**config.mk**
```make
export PLATFORM = sky130hd
export DESIGN_NAME = game_status_tracker
export DESIGN_NICKNAME = d
export VERILOG_FILES = /design/src/rtl/game_status_tracker.sv
export SDC_FILE = /design/constraint.sdc
export NUM_CORES = 1
export LEC_CHECK = 0
export ABC_AREA = 1
export ABC_CLOCK_PERIOD_IN_PS = 4200
export CELL_PAD_IN_SITES_DETAIL_PLACEMENT = 2
export CELL_PAD_IN_SITES_GLOBAL_PLACEMENT = 2
export CORE_UTILIZATION = 34
export CTS_CLUSTER_DIAMETER = 80
export DETAILED_ROUTE_END_ITERATION = 7
export PLACE_DENSITY_LB_ADDON = 0.1
export SYNTH_ARGS = -nofsm -noshare
export SYNTH_HDL_FRONTEND = slang
export SYNTH_SLANG_ARGS = --single-unit
```
**constraint.sdc**
```tcl
create_clock -name Clk -period 4.2 [get_ports Clk]
set_input_delay 1.26 -clock Clk [delete_from_list [all_inputs] [get_ports Clk]]
set_output_delay 1.26 -clock Clk [all_outputs]
set_load 0.02 [all_outputs]
```
**src/rtl/game_status_tracker.sv**
```systemverilog
// rtl/game_status_tracker.sv - round end, score, pellet and lives tracking for the play state
module game_status_tracker #(
  parameter int NUM_LIVES     = 3,
  parameter int TOTAL_PELLETS = 240,
  parameter int DEATH_FRAMES  = 120,
  parameter int SCORE_W       = 16,
  parameter int PELLET_PTS    = 10,
  parameter int POWER_PTS     = 50,
  parameter int GHOST_PTS     = 200
) (
  input  logic               Clk,
  input  logic               Reset,
  input  logic               frame_tick,
  input  logic               playon,
  input  logic               pellet_eaten,
  input  logic               power_eaten,
  input  logic               ghost_eaten,
  input  logic               ghost_hit,
  output logic               isGameOver,
  output logic               win,
  output logic [3:0]         lives,
  output logic [SCORE_W-1:0] score,
  output logic               freeze,
  output logic               respawn
);

  // Pellet counter is at least 2 bits so a double decrement never truncates.
  localparam int PW_RAW = $clog2(TOTAL_PELLETS + 1);
  localparam int PW     = (PW_RAW < 2) ? 2 : PW_RAW;
  localparam int DW_RAW = $clog2(DEATH_FRAMES);
  localparam int DW     = (DW_RAW < 1) ? 1 : DW_RAW;
  // Headroom above the score so a multi-award cycle can be detected as overflow.
  localparam int SUM_W  = SCORE_W + 16;

  typedef enum logic [2:0] {
    S_IDLE,
    S_PLAY,
    S_DYING,
    S_RESPAWN,
    S_OVER
  } state_t;

  state_t               state_q, state_d;
  logic [SCORE_W-1:0]   score_q, score_d;
  logic [PW-1:0]        pellets_q, pellets_d;
  logic [3:0]           lives_q, lives_d;
  logic                 win_q, win_d;
  logic [DW-1:0]        death_cnt_q, death_cnt_d;

  logic [SUM_W-1:0]     score_sum;
  logic [PW-1:0]        pellet_dec;
  logic [PW-1:0]        pellets_left;

  // Next-state, scoring and counter updates for the round.
  always_comb begin
    state_d     = state_q;
    score_d     = score_q;
    pellets_d   = pellets_q;
    lives_d     = lives_q;
    win_d       = win_q;
    death_cnt_d = death_cnt_q;

    score_sum    = SUM_W'(score_q)
                 + (pellet_eaten ? SUM_W'(PELLET_PTS) : '0)
                 + (power_eaten  ? SUM_W'(POWER_PTS)  : '0)
                 + (ghost_eaten  ? SUM_W'(GHOST_PTS)  : '0);
    pellet_dec   = PW'({1'b0, pellet_eaten}) + PW'({1'b0, power_eaten});
    pellets_left = (pellets_q > pellet_dec) ? (pellets_q - pellet_dec) : '0;

    case (state_q)
      S_IDLE: begin
        if (playon) begin
          lives_d   = 4'(NUM_LIVES);
          pellets_d = PW'(TOTAL_PELLETS);
          score_d   = '0;
          win_d     = 1'b0;
          state_d   = S_PLAY;
        end
      end
      S_PLAY: begin
        if (!playon) begin
          state_d = S_IDLE;
        end else begin
          if (|score_sum[SUM_W-1:SCORE_W]) begin
            score_d = '1;
          end else begin
            score_d = score_sum[SCORE_W-1:0];
          end
          pellets_d = pellets_left;
          // Clearing the maze wins even if a ghost touched Pac-Man this cycle.
          if (pellets_left == '0) begin
            win_d   = 1'b1;
            state_d = S_OVER;
          end else if (ghost_hit && !ghost_eaten) begin
            lives_d     = (lives_q != 4'd0) ? (lives_q - 4'd1) : 4'd0;
            death_cnt_d = '0;
            state_d     = S_DYING;
          end
        end
      end
      S_DYING: begin
        if (!playon) begin
          state_d = S_IDLE;
        end else if (frame_tick) begin
          if (death_cnt_q == DW'(DEATH_FRAMES - 1)) begin
            if (lives_q == 4'd0) begin
              win_d   = 1'b0;
              state_d = S_OVER;
            end else begin
              state_d = S_RESPAWN;
            end
          end else begin
            death_cnt_d = death_cnt_q + DW'(1);
          end
        end
      end
      S_RESPAWN: begin
        state_d = playon ? S_PLAY : S_IDLE;
      end
      S_OVER: begin
        if (!playon) begin
          state_d = S_IDLE;
        end
      end
      default: state_d = S_IDLE;
    endcase
  end

  // State and counter registers with synchronous reset.
  always_ff @(posedge Clk) begin
    if (Reset) begin
      state_q     <= S_IDLE;
      score_q     <= '0;
      pellets_q   <= PW'(TOTAL_PELLETS);
      lives_q     <= 4'(NUM_LIVES);
      win_q       <= 1'b0;
      death_cnt_q <= '0;
    end else begin
      state_q     <= state_d;
      score_q     <= score_d;
      pellets_q   <= pellets_d;
      lives_q     <= lives_d;
      win_q       <= win_d;
      death_cnt_q <= death_cnt_d;
    end
  end

  assign isGameOver = (state_q == S_OVER);
  assign freeze     = (state_q != S_PLAY);
  assign respawn    = (state_q == S_RESPAWN);
  assign win        = win_q;
  assign lives      = lives_q;
  assign score      = score_q;

endmodule

```
==> run metrics <==
number of synthesized register bits=39; Yosys top cell area share=28.3%; area of the multi-input gates=0.00174 mm^2; final hold viol count=0; area post-placement=0.00318 mm^2; worst hold-check path type=flop to flop; All-Layer GR Usage=21.4%; Rows=32; clock slew at reported path FFs=0.08 ns; RSZ-0062 raised after global routing=false; Layout Utilization=42.5%; initial antenna violation count=0; WL per Instance=15.9 um; Pre-Repair DR Iteration Count=4; Area Overhead vs Synth=19.6%; Pleak=1.38 nW; clk buf depth=2; post-cts hold buffer count=0; fmax=264 MHz; Root Driver=clkbuf_8; routed vias=2861; Post-Layout Inst Area=0.00330 mm^2; Post-Syn Instances=409; Synth async-reset ratio=0%; Final Cycle Share=90.2%; top cells by count, synth=nand2_1 (99), inv_1 (44), nor2_1 (41); Post-CTS Setup Inserts=0; ranking of synthesized cells by area=dfxtp_1 (28%), nand2_1 (13%), ha_1 (6.8%); clock skew=0.00830 ns; CP endpoint kind=flop; Reg2Reg Setup Slack=1.65 ns; EDFF count, synth=0; FF+latch area=781 um^2; DP Worst Slack=0.0931 ns; final worst slack=0.412 ns; fin cells=545; Power Density=426 mW/mm^2; Seq/Total Area, Yosys=28.3%; GPL Wtd Cong=0.798; CTS tree=done; total grt overflow=0; die area=0.00848 mm^2; cts bufs inserted=5; placed insts=537; first-pass GRT wire length=14500 um; chip width=92.1 um; Top FF cell, synth=dfxtp_1; status=complete, no violations; fill count=958; post-DP HPWL=6770 um; n_diodes=0; CP Data Required Time=4.39 ns; cell area after synthesis=0.00276 mm^2; IO Pins=32; # setup viols final=0; syn_nets=435; crit path DAT=3.98 ns; startpoint types=primary input; CTS H-tree lvls=2; Rel. slew slack=69.2%; Avg Inst Size Synth=6.74 um^2; Die Ht=92.1 um; share of layout cells above drive strength 1=12.0%; DR DRC count=0; Hold Slack=0.474 ns; Total Wirelength=8650 um; Final Net Count=468; vias in the first global route=3079; Crit Path Class=primary input to flop; routed vias/inst=5.25; largest net degree at the start of global routing=27; Iteration-0 DRC Markers=51; clock sink count=39; Yosys Warn Count=0; Slew Viols, Final=0; worst-path fanout max=9; Setup TNS=0 ns; max-cap viol count=0; Clk Latency, worst-skew pair=0.30 ns; Final min period=3.79 ns; Final ANT Viol Nets=0; Worst-Margin Slew=0.462 ns; most numerous cell in the Yosys netlist=nand2_1; leading area contributor after synthesis=dfxtp_1; library cells used by synthesis=36; Initial Util=35.5%; core footprint=0.00777 mm^2; Power, Total=1.40 mW; cts repair resizes=0; IO Port Bufs=31; VDD IR max=0.000237 V
[sequential cells by signal, summed over array words and instances (netlist names)]
signal / count
death_cnt_q: 7
lives: 4
pellets_q: 8
win: 1
score: 16
state_q: 3
[path summary, 6_finish.rpt]
kind / cells past startpoint / to / start
setup / recovery: 17 / death_cnt_q[1] / power_eaten
hold / removal: 2 / death_cnt_q[6] / death_cnt_q[6]
setup reg to reg: 10 / score[0] / score[5]
hold reg to reg: 2 / death_cnt_q[6] / death_cnt_q[6]
[area by class of cell]
type,instances,share of cell area (%)
clock inverter,2,1.06
tap,102,3.87
inverter,51,5.80
multi-input combinational,310,52.8
sequential,39,23.7
timing repair buffer,35,10.3
clock buffer,6,2.50
[worst max-delay path, stage by stage]
cell             delay (ns)
clkdlybuf4s50_1        0.48
ha_1                   0.32
ha_1                   0.15
inv_1                  0.07
fa_1                   0.44
inv_1                  0.15
nand2_1                0.07
nand2_1                0.08
nand2_1                0.08
o21ai_2                0.13
nand2_2                0.08
nor2_4                 0.13
nand3_4                0.16
nand3_4                0.18
nand2_1                0.08
o21ai_1                0.08
nor2_1                 0.05
[layout by cell type (no fill, tap or decap), types with 7 or more instances in the layout]
cell type,n
nand4_1,10
a21oi_1,33
nand3_1,24
ha_1,15
clkdlybuf4s50_1,31
xor2_1,7
nor2_1,41
dfxtp_1,39
inv_1,44
nand2_2,11
nand2_1,99
nor3_1,7
o21ai_0,19
[logic make-up after synthesis]
logic type	Yosys count	share of synthesized area (%)
buffers and inverters	60	8.58
flip-flops	39	28.3
AO/OA/AOI/OAI	75	16.2
adder cells (fa/ha/maj)	18	8.98
XOR/XNOR	10	3.18
AND/OR/NAND/NOR	207	34.8
[power by group]
group	total [mW]	switching, mW	internal (mW)
registers	0.452	0.0417	0.410
clock network	0.337	0.145	0.193
logic	0.616	0.407	0.209
total	1.40	0.594	0.811
[routing by layer]
layer  routed length, um  track usage [%]
met2                4370             39.1
met1                3990             26.5
met5                   0                0
met3                 196             2.99
met4                  82             4.43
Power figures use the tool's default switching activity.
